**src/rtl/seg_pkg.sv**
```systemverilog
// Shared constants for the seven-segment reader: legal active-low patterns
// (bit6=g .. bit0=a) and the default debounce depth.
package seg_pkg;

    localparam int unsigned STABLE_CYCLES_DEF = 4;

    localparam logic [6:0] SEG_0 = 7'b1000000;
    localparam logic [6:0] SEG_1 = 7'b1111001;
    localparam logic [6:0] SEG_2 = 7'b0100100;
    localparam logic [6:0] SEG_3 = 7'b0110000;
    localparam logic [6:0] SEG_4 = 7'b0011001;
    localparam logic [6:0] SEG_5 = 7'b0010010;
    localparam logic [6:0] SEG_6 = 7'b0000010;
    localparam logic [6:0] SEG_7 = 7'b1111000;
    localparam logic [6:0] SEG_8 = 7'b0000000;
    localparam logic [6:0] SEG_9 = 7'b0010000;

    // Two BCD digits to a 0..99 binary value for step comparisons.
    function automatic logic [6:0] bcd_to_bin(input logic [3:0] tens, input logic [3:0] units);
        return ({3'b000, tens} * 7'd10) + {3'b000, units};
    endfunction

endpackage

```
**src/rtl/seg7_dec.sv**
```systemverilog
// Combinational decode of one active-low 7-segment pattern to BCD plus a
// legal flag; anything outside the ten digit shapes is illegal.
module seg7_dec
    import seg_pkg::*;
(
    input  logic [6:0] seg,
    output logic [3:0] bcd,
    output logic       legal
);

    always_comb begin
        bcd   = 4'd0;
        legal = 1'b1;
        case (seg)
            SEG_0:   bcd = 4'd0;
            SEG_1:   bcd = 4'd1;
            SEG_2:   bcd = 4'd2;
            SEG_3:   bcd = 4'd3;
            SEG_4:   bcd = 4'd4;
            SEG_5:   bcd = 4'd5;
            SEG_6:   bcd = 4'd6;
            SEG_7:   bcd = 4'd7;
            SEG_8:   bcd = 4'd8;
            SEG_9:   bcd = 4'd9;
            default: legal = 1'b0;
        endcase
    end

endmodule

```
**src/rtl/seg_reader.sv**
```systemverilog
// Debounced two-digit seven-segment reader with step classification.
// Optional error counter enabled by defining SEG_READER_ERR_CNT_EN.
module seg_reader
    import seg_pkg::*;
#(
    parameter int unsigned STABLE_CYCLES = STABLE_CYCLES_DEF
)
(
    input  logic       clk,
    input  logic       clr_n,
    input  logic       en,
    input  logic [6:0] seg_u,
    input  logic [6:0] seg_d,
    output logic [3:0] bcd_u,
    output logic [3:0] bcd_d,
    output logic       upd,
    output logic       up_step,
    output logic       down_step,
    output logic       step_err,
    output logic       inv,
    output logic [7:0] err_cnt
);

    localparam logic [3:0] THR = 4'(STABLE_CYCLES - 1);

    logic [13:0] sample_q, sample_d;
    logic [3:0]  cnt_q, cnt_d;
    logic        en_q;
    logic        armed_q, armed_d;
    logic        have_prev_q, have_prev_d;
    logic [3:0]  bcd_u_q, bcd_u_d, bcd_d_q, bcd_d_d;
    logic        upd_q, upd_d, up_q, up_d, dn_q, dn_d, serr_q, serr_d, inv_q, inv_d;
    logic [3:0]  dec_u, dec_d;
    logic        leg_u, leg_d;
    logic [6:0]  cur_bin, prev_bin;
    logic        same, accept;

    seg7_dec u_dec_u (.seg(sample_q[6:0]),  .bcd(dec_u), .legal(leg_u));
    seg7_dec u_dec_d (.seg(sample_q[13:7]), .bcd(dec_d), .legal(leg_d));

    always_comb begin
        sample_d    = {seg_d, seg_u};
        same        = (sample_d == sample_q);
        // The first enabled edge after en returns counts as a fresh sample.
        cnt_d       = 4'd0;
        if (en && en_q && same)
            cnt_d = (cnt_q == 4'd15) ? cnt_q : cnt_q + 4'd1;
        accept      = en && armed_q && (cnt_q >= THR);
        armed_d     = armed_q && !accept;
        if (!same)
            armed_d = 1'b1;
        cur_bin     = bcd_to_bin(dec_d, dec_u);
        prev_bin    = bcd_to_bin(bcd_d_q, bcd_u_q);
        have_prev_d = have_prev_q;
        bcd_u_d     = bcd_u_q;
        bcd_d_d     = bcd_d_q;
        upd_d       = 1'b0;
        up_d        = 1'b0;
        dn_d        = 1'b0;
        serr_d      = 1'b0;
        inv_d       = 1'b0;
        if (accept) begin
            if (!(leg_u && leg_d)) begin
                inv_d = 1'b1;
            end else if (!have_prev_q || cur_bin != prev_bin) begin
                upd_d       = 1'b1;
                bcd_u_d     = dec_u;
                bcd_d_d     = dec_d;
                have_prev_d = 1'b1;
                if (have_prev_q) begin
                    if (cur_bin == ((prev_bin == 7'd99) ? 7'd0 : prev_bin + 7'd1))
                        up_d = 1'b1;
                    else if (cur_bin == ((prev_bin == 7'd0) ? 7'd99 : prev_bin - 7'd1))
                        dn_d = 1'b1;
                    else
                        serr_d = 1'b1;
                end
            end
        end
    end

    always_ff @(posedge clk) begin
        if (!clr_n) begin
            sample_q    <= '0;
            cnt_q       <= '0;
            en_q        <= 1'b0;
            armed_q     <= 1'b0;
            have_prev_q <= 1'b0;
            bcd_u_q     <= '0;
            bcd_d_q     <= '0;
            upd_q       <= 1'b0;
            up_q        <= 1'b0;
            dn_q        <= 1'b0;
            serr_q      <= 1'b0;
            inv_q       <= 1'b0;
        end else begin
            sample_q    <= sample_d;
            cnt_q       <= cnt_d;
            en_q        <= en;
            armed_q     <= armed_d;
            have_prev_q <= have_prev_d;
            bcd_u_q     <= bcd_u_d;
            bcd_d_q     <= bcd_d_d;
            upd_q       <= upd_d;
            up_q        <= up_d;
            dn_q        <= dn_d;
            serr_q      <= serr_d;
            inv_q       <= inv_d;
        end
    end

`ifdef SEG_READER_ERR_CNT_EN
    logic [7:0] err_cnt_q, err_cnt_d;
    logic       err_evt;

    always_comb begin
        err_evt   = serr_d | inv_d;
        err_cnt_d = err_cnt_q;
        if (err_evt && err_cnt_q != 8'hFF)
            err_cnt_d = err_cnt_q + 8'd1;
    end

    always_ff @(posedge clk) begin
        if (!clr_n)
            err_cnt_q <= '0;
        else
            err_cnt_q <= err_cnt_d;
    end

    assign err_cnt = err_cnt_q;
`else
    assign err_cnt = '0;
`endif

    assign bcd_u     = bcd_u_q;
    assign bcd_d     = bcd_d_q;
    assign upd       = upd_q;
    assign up_step   = up_q;
    assign down_step = dn_q;
    assign step_err  = serr_q;
    assign inv       = inv_q;

endmodule

```
**config.mk**
```make
export PLATFORM = sky130hd
export DESIGN_NAME = seg_reader
export DESIGN_NICKNAME = d
export VERILOG_FILES = /design/src/rtl/seg_pkg.sv /design/src/rtl/seg7_dec.sv /design/src/rtl/seg_reader.sv
export SDC_FILE = /design/constraint.sdc
export NUM_CORES = 1
export LEC_CHECK = 0
export CAP_MARGIN = 15
export CORE_MARGIN = 8
export CORE_UTILIZATION = 60
export CTS_CLUSTER_DIAMETER = 40
export DETAILED_ROUTE_END_ITERATION = 8
export DONT_BUFFER_PORTS = 1
export PLACE_DENSITY = 0.82
export SLEW_MARGIN = 20
export SYNTH_ARGS = -nofsm -noshare
export SYNTH_HDL_FRONTEND = slang
export SYNTH_SLANG_ARGS = --single-unit
```
**constraint.sdc**
```tcl
create_clock -name clk -period 10.7 [get_ports clk]
set_input_delay 2.14 -clock clk [delete_from_list [all_inputs] [get_ports clk]]
set_output_delay 2.14 -clock clk [all_outputs]
set_load 0.005 [all_outputs]
```
## Yosys cells after proc, flatten, opt, wreduce, memory -nomap -nowiden

Cells that the tools add are included.

| storage, ports and cells | value |
|---|---|
| word-level logic and storage cells | 81 |
| RAM bits | 0 |
| latch bits | 0 |
| bits of input ports | 17 |
| ROM bits | 0 |
| memories | 0 |
| output and inout port bits | 21 |
| register bits after elaboration | 34 |

| operators by class | value |
|---|---|
| bitwise gates (word level) | 5 |
| $mul | 2 |
| order comparisons | 1 |
| shift operators | 0 |
| reductions and logical operators | 20 |
| muxes and demuxes | 12 |
| div/mod/pow operators | 0 |
| eq/ne operators | 24 |
| add/subtract/negate cells | 5 |

Operators with widths:

| operator | count |
|---|---|
| $pmux 4 s9 | 2 |
| $eq 7x7->1 const B | 7 |
| $eq 7x5->1 const B | 6 |
| $eq 7x6->1 const B | 4 |
| $logic_not 7->1 | 3 |
| $reduce_or 10->1 | 2 |
| $add 7x4->7 | 2 |
| $eq 14x14->1 | 1 |
| $eq 7x2->1 const B | 2 |
| $eq 7x7->1 | 2 |
| $mux 7 | 2 |
| $mul 4x3->6 const B | 2 |
| $mux 1 | 8 |
| $add 7x1->7 const B | 1 |
| $ne 7x7->1 | 1 |
| $sub 7x1->7 const B | 1 |
| $logic_and 1x1->1 | 6 |
| $reduce_and 3->1 | 2 |
| $reduce_or 6->1 | 1 |
| $not 1->1 | 5 |
| $reduce_and 5->1 | 1 |
| $add 4x1->4 const B | 1 |
| $eq 4x4->1 const B | 1 |
| $ge 4x2->1 const B | 1 |
| 3 further kinds | 5 |

## Logic depth before layout (Yosys ltp)

| depth | value |
|---|---|
| depth in word-level cells | 8 |
| mapped depth | 18 |
| depth with buffers taken out | 16 |

## Cells and area by module

A second synthesis with hierarchy kept.

| unflattened totals | value |
|---|---|
| cell total of the unflattened synthesis | 327 |
| area, all modules | 2834.0 um^2 |

By module, submodules not included:

| module | cells an instance | area an instance (um^2) | seq. area each (um^2) | times used |
|---|---|---|---|---|
| seg_reader | 263 | 2386.0 | 680.7 | 1 |
| seg7_dec | 32 | 224.0 | 0.0 | 2 |

## Least setup slack after synthesis

Ideal clock, no wire load.

| path | value |
|---|---|
| path type | register to register |
| start | register sample_q[12] |
| end | register serr_q, in the netlist step_err |
| stages on the path, launching flop included | 17 |
| buffers on the path | 2 |
| slack | 6.830 ns |
| setup time | 0.059 ns |
| clock period less this slack | 3.870 ns |
| data required time | 10.641 ns |
| arrival | 3.811 ns |
| cell sequence | dfxtp_1 > buf_2 > nand2_1 > o22a_1 > o21ai_0 > ha_1 > ha_1 > inv_1 > fa_1 > or2b_2 > a21oi_1 > xor3_2 > xor2_1 > a311oi_1 > buf_6 > and3_1 > o311a_1 |

| between the ends | value |
|---|---|
| cells in the longest elaborated chain, start to end | 8 |
| elaborated cells between the ends (all ways) | 24 |
| classes of those cells | add/sub (1); mul (1); eq/ne (12); mux (3); bitwise (2); reduce/logical (5) |

RTL lines:

| what | RTL line | RTL |
|---|---|---|
| start, declared | seg_reader.sv:26 | `logic [13:0] sample_q, sample_d;` |
| start signal, assigned | seg_reader.sv:97 | `sample_q <= sample_d;` |
| $eq 7x5->1, or another cell as far along | seg7_dec.sv:14 | `case (seg)` |
| $pmux 4 s9 * | seg7_dec.sv:14 |  |
| via dec_d[1] | seg_reader.sv:33 | `logic [3:0] dec_u, dec_d;` |
| $mul 4x3->6 * | seg_pkg.sv:20 | `return ({3'b000, tens} * 7'd10) + {3'b000, units};` |
| $add 7x4->7 * | seg_pkg.sv:20 |  |
| $ne 7x7->1 | seg_reader.sv:65 | `end else if (!have_prev_q \|\| cur_bin != prev_bin) begin` |
| $logic_or 1x1->1 | seg_reader.sv:65 |  |
| $not 1->1 (no source line) | -- |  |
| $reduce_or 6->1 (no source line) | -- |  |
| end signal, assigned | seg_reader.sv:107 | `serr_q <= serr_d;` |
| end, declared | seg_reader.sv:32 | `logic upd_q, upd_d, up_q, up_d, dn_q, dn_d, serr_q, serr_d, inv_q, inv_d;` |

The timed path passes the listed nets; every way through them passes the cells marked *.
A chain may end at the register's enable or synchronous reset.

## Final worst setup path

| path | value |
|---|---|
| start | register sample_q[8] |
| end | register serr_q, in the netlist step_err |

Same word-level chain as after synthesis.

==> results.json <==
{
  "initial_core_util_pct": 61.4,
  "hold_path_class": "flip-flop to flip-flop",
  "post_cts_buffers": 0,
  "crit_path_end_kind": "flip-flop",
  "synth_area_um2": 2880,
  "critical_path_arrival_ns": 4.89,
  "p_per_area_nw_per_um2": 94.7,
  "dr.pass1.iters": 4,
  "viasPerCell": 6.04,
  "path_class": "flip-flop to flip-flop",
  "final_hold_viol_count": 0,
  "synthCells": 331,
  "grt_pass1_vias": 2131,
  "grt.overflow.total": 0,
  "cts_made_buffers": 5,
  "wl_per_cell_um": 15.7,
  "synth_top_flop_cell": "dfxtp_1",
  "cts_sinks": 34,
  "final-max-slew-violation-count": 0,
  "track_usage_pct": 16.6,
  "max_slew_margin_pct": 37.2,
  "worst_ep_required_time_ns": 10.93,
  "clock_path_buffers": 2,
  "rsz0062_at_grt": "false",
  "cts_resized": 0,
  "grt_antenna_before_repair": 0,
  "die-width_um": 85.3,
  "ios": 38,
  "yosysWarnings": 0,
  "ys_seq_area_share_pct": 23.6,
  "drt-total-wl_um": 5830,
  "status": "complete, no violations",
  "gp_congestion": 0.915,
  "cellLeakagePower_nw": 1.07,
  "die_area_um2": 7270,
  "postSynthAreaPerCell_um2": 8.70,
  "tightest_slew_ns": 0.942,
  "post-place-ws_ns": 6.02,
  "synthArstFlopShare_pct": 0,
  "fin_ws_ns": 6.03,
  "clk_pin_slew_ns": 0.06,
  "hold_buffers": 0,
  "core_area_um2": 4690,
  "tritoncts": "yes",
  "setup-tns-final_ns": 0,
  "path_max_fanout": 10,
  "ys_ff_latch": 34,
  "nNetsFinal": 352,
  "fmax_ghz": 0.214,
  "worst_setup_path_start_kind": "flip-flop",
  "finalSetupViolCount": 0,
  "grt_max_degree": 29,
  "grt_first_pass_wirelength_um": 9850,
  "syn_to_final_growth_pct": -0.0435,
  "diodes": 0,
  "drive_gt1_share_pct": 7.91,
  "peakVddDrop_uv": 88.6,
  "num_vias": 2235,
  "die_h_um": 85.3,
  "drt_iter0_drc": 131,
  "insertion_delay_ns": 0.29,
  "drc": 0,
  "synth_cell_type_count": 70,
  "post-dp-hpwl_um": 4550,
  "maxCapViolCount": 0,
  "final.min_clock_period_ns": 4.67,
  "cts_root_buffer": "clkbuf_8",
  "post-route-period-util_pct": 43.6,
  "port-buffer-count": 0,
  "synth-edff-count": 0,
  "std_cell_rows": 25,
  "clock-skew-final_ns": 0.00782,
  "h-tree-depth": 2,
  "antenna_left": 0
}
[path summary, 6_finish.rpt]
path | from | to | slack (ns) | cells after the start
max reg2reg | sample_q[8]$_SDFF_PN0_ | step_err$_SDFF_PP0_ | 6.03 | 14
max | sample_q[8]$_SDFF_PN0_ | step_err$_SDFF_PP0_ | 6.03 | 14
min | armed_q$_SDFF_PN0_ | armed_q$_SDFF_PN0_ | 0.48 | 2
min reg2reg | armed_q$_SDFF_PN0_ | armed_q$_SDFF_PN0_ | 0.48 | 2
[cell type report]
class,instances,area (um2)
fill,418,1810
clock buffer,6,82.6
inverter,8,30.0
sequential,34,681
tap,54,67.6
multi-input combinational,268,2020
[cell usage after synthesis, types with 2 or more instances]
cell	number	area, um2
buf_2	7	35.0
nand3_1	17	85.1
a31oi_1	4	25.0
and3_1	2	12.5
mux2i_1	11	110
clkbuf_1	7	26.3
buf_6	3	33.8
nor2_1	23	86.3
and2_1	19	119
a311oi_1	2	17.5
inv_1	8	30.0
nand3b_1	2	15.0
dfxtp_1	34	681
o21ai_0	5	25.0
xor2_1	13	114
o32a_1	2	20.0
a2111oi_0	2	17.5
xnor2_1	25	219
buf_4	10	75.1
xnor2_2	2	32.5
nor2b_1	11	68.8
a21oi_1	9	45.0
a21boi_0	2	15.0
or3_1	4	25.0
nand2_1	16	60.1
nor3_1	11	55.1
a221oi_1	2	17.5
o31ai_1	3	22.5
o21a_1	4	30.0
o211ai_1	2	15.0
ha_1	14	175
nor4_1	7	43.8
fa_1	4	80.1
nor3b_1	4	30.0
nand4_1	5	31.3
[sequential cells by signal, indices dropped and copies added, names as in the netlist, 4 cells and up]
name,flops
bcd_d,4
bcd_u,4
cnt_q,4
sample_q,14
[worst max-delay path, stage by stage, from the launching register on]
cell      delay [ns]
dfxtp_1         0.55
nand2b_1        0.13
o22a_1          0.21
o21ai_0         0.54
ha_1            0.35
ha_1            0.20
inv_1           0.06
fa_1            0.41
or2b_2          0.31
a21oi_1         0.13
xor3_2          0.32
xor2_1          0.19
a311oi_2        0.80
and3_1          0.26
o311a_1         0.15
[cell families after synthesis]
group | Yosys count | synth area share (%)
XOR/XNOR | 42 | 14.3
AND/OR/NAND/NOR | 134 | 26.8
AO/OA/AOI/OAI | 54 | 14.6
flip-flops | 34 | 23.6
adder cells (fa/ha/maj) | 18 | 8.86
multiplexers | 12 | 4.21
other | 1 | 0.130
buffers and inverters | 36 | 7.43
[layer usage]
metal / vias up / track usage [%] / part of all wire, %
met2: 42 / 26.5 / 48
met3: 5 / 4.83 / 6.5
met5: - / 0 / 0
li1: 1136 / - / -
met1: 1052 / 20.4 / 45
met4: 0 / 6.85 / 1.2
[metrics by stage]
step / power, mW / util (%) / instance area (um2) / hold WS, ns / cells
global route: 0.286 / 61.4 / 2880 / 0.510 / 370
global placement: 0.182 / 59.6 / 2800 / 0.460 / 364
finish: 0.273 / 61.4 / 2880 / 0.478 / 370
CTS: 0.276 / 61.4 / 2880 / 0.483 / 370
floorplan: 0.181 / - / 2910 / 0.452 / 338
detailed placement: 0.183 / 59.6 / 2800 / 0.474 / 364
[cell usage in the layout (no fill, tap or decap), types with 6 or more instances in the layout]
master    instances
a21oi_1           9
nand3_1          17
clkbuf_8          6
mux2i_1          11
dfxtp_1          34
nor3_1           11
xnor2_1          25
nor4_1            7
conb_1            8
and2_1           19
nor2_1           23
xor2_1           13
nand2_1          16
nor2b_1          11
inv_1             8
ha_1             14
[where the power goes]
part           switching, mW  internal, mW  leakage, nW
Sequential           0.00789         0.130        0.278
Combinational         0.0212        0.0220        0.744
Clock                 0.0422        0.0495       0.0431
Power figures use the tool's default switching activity.
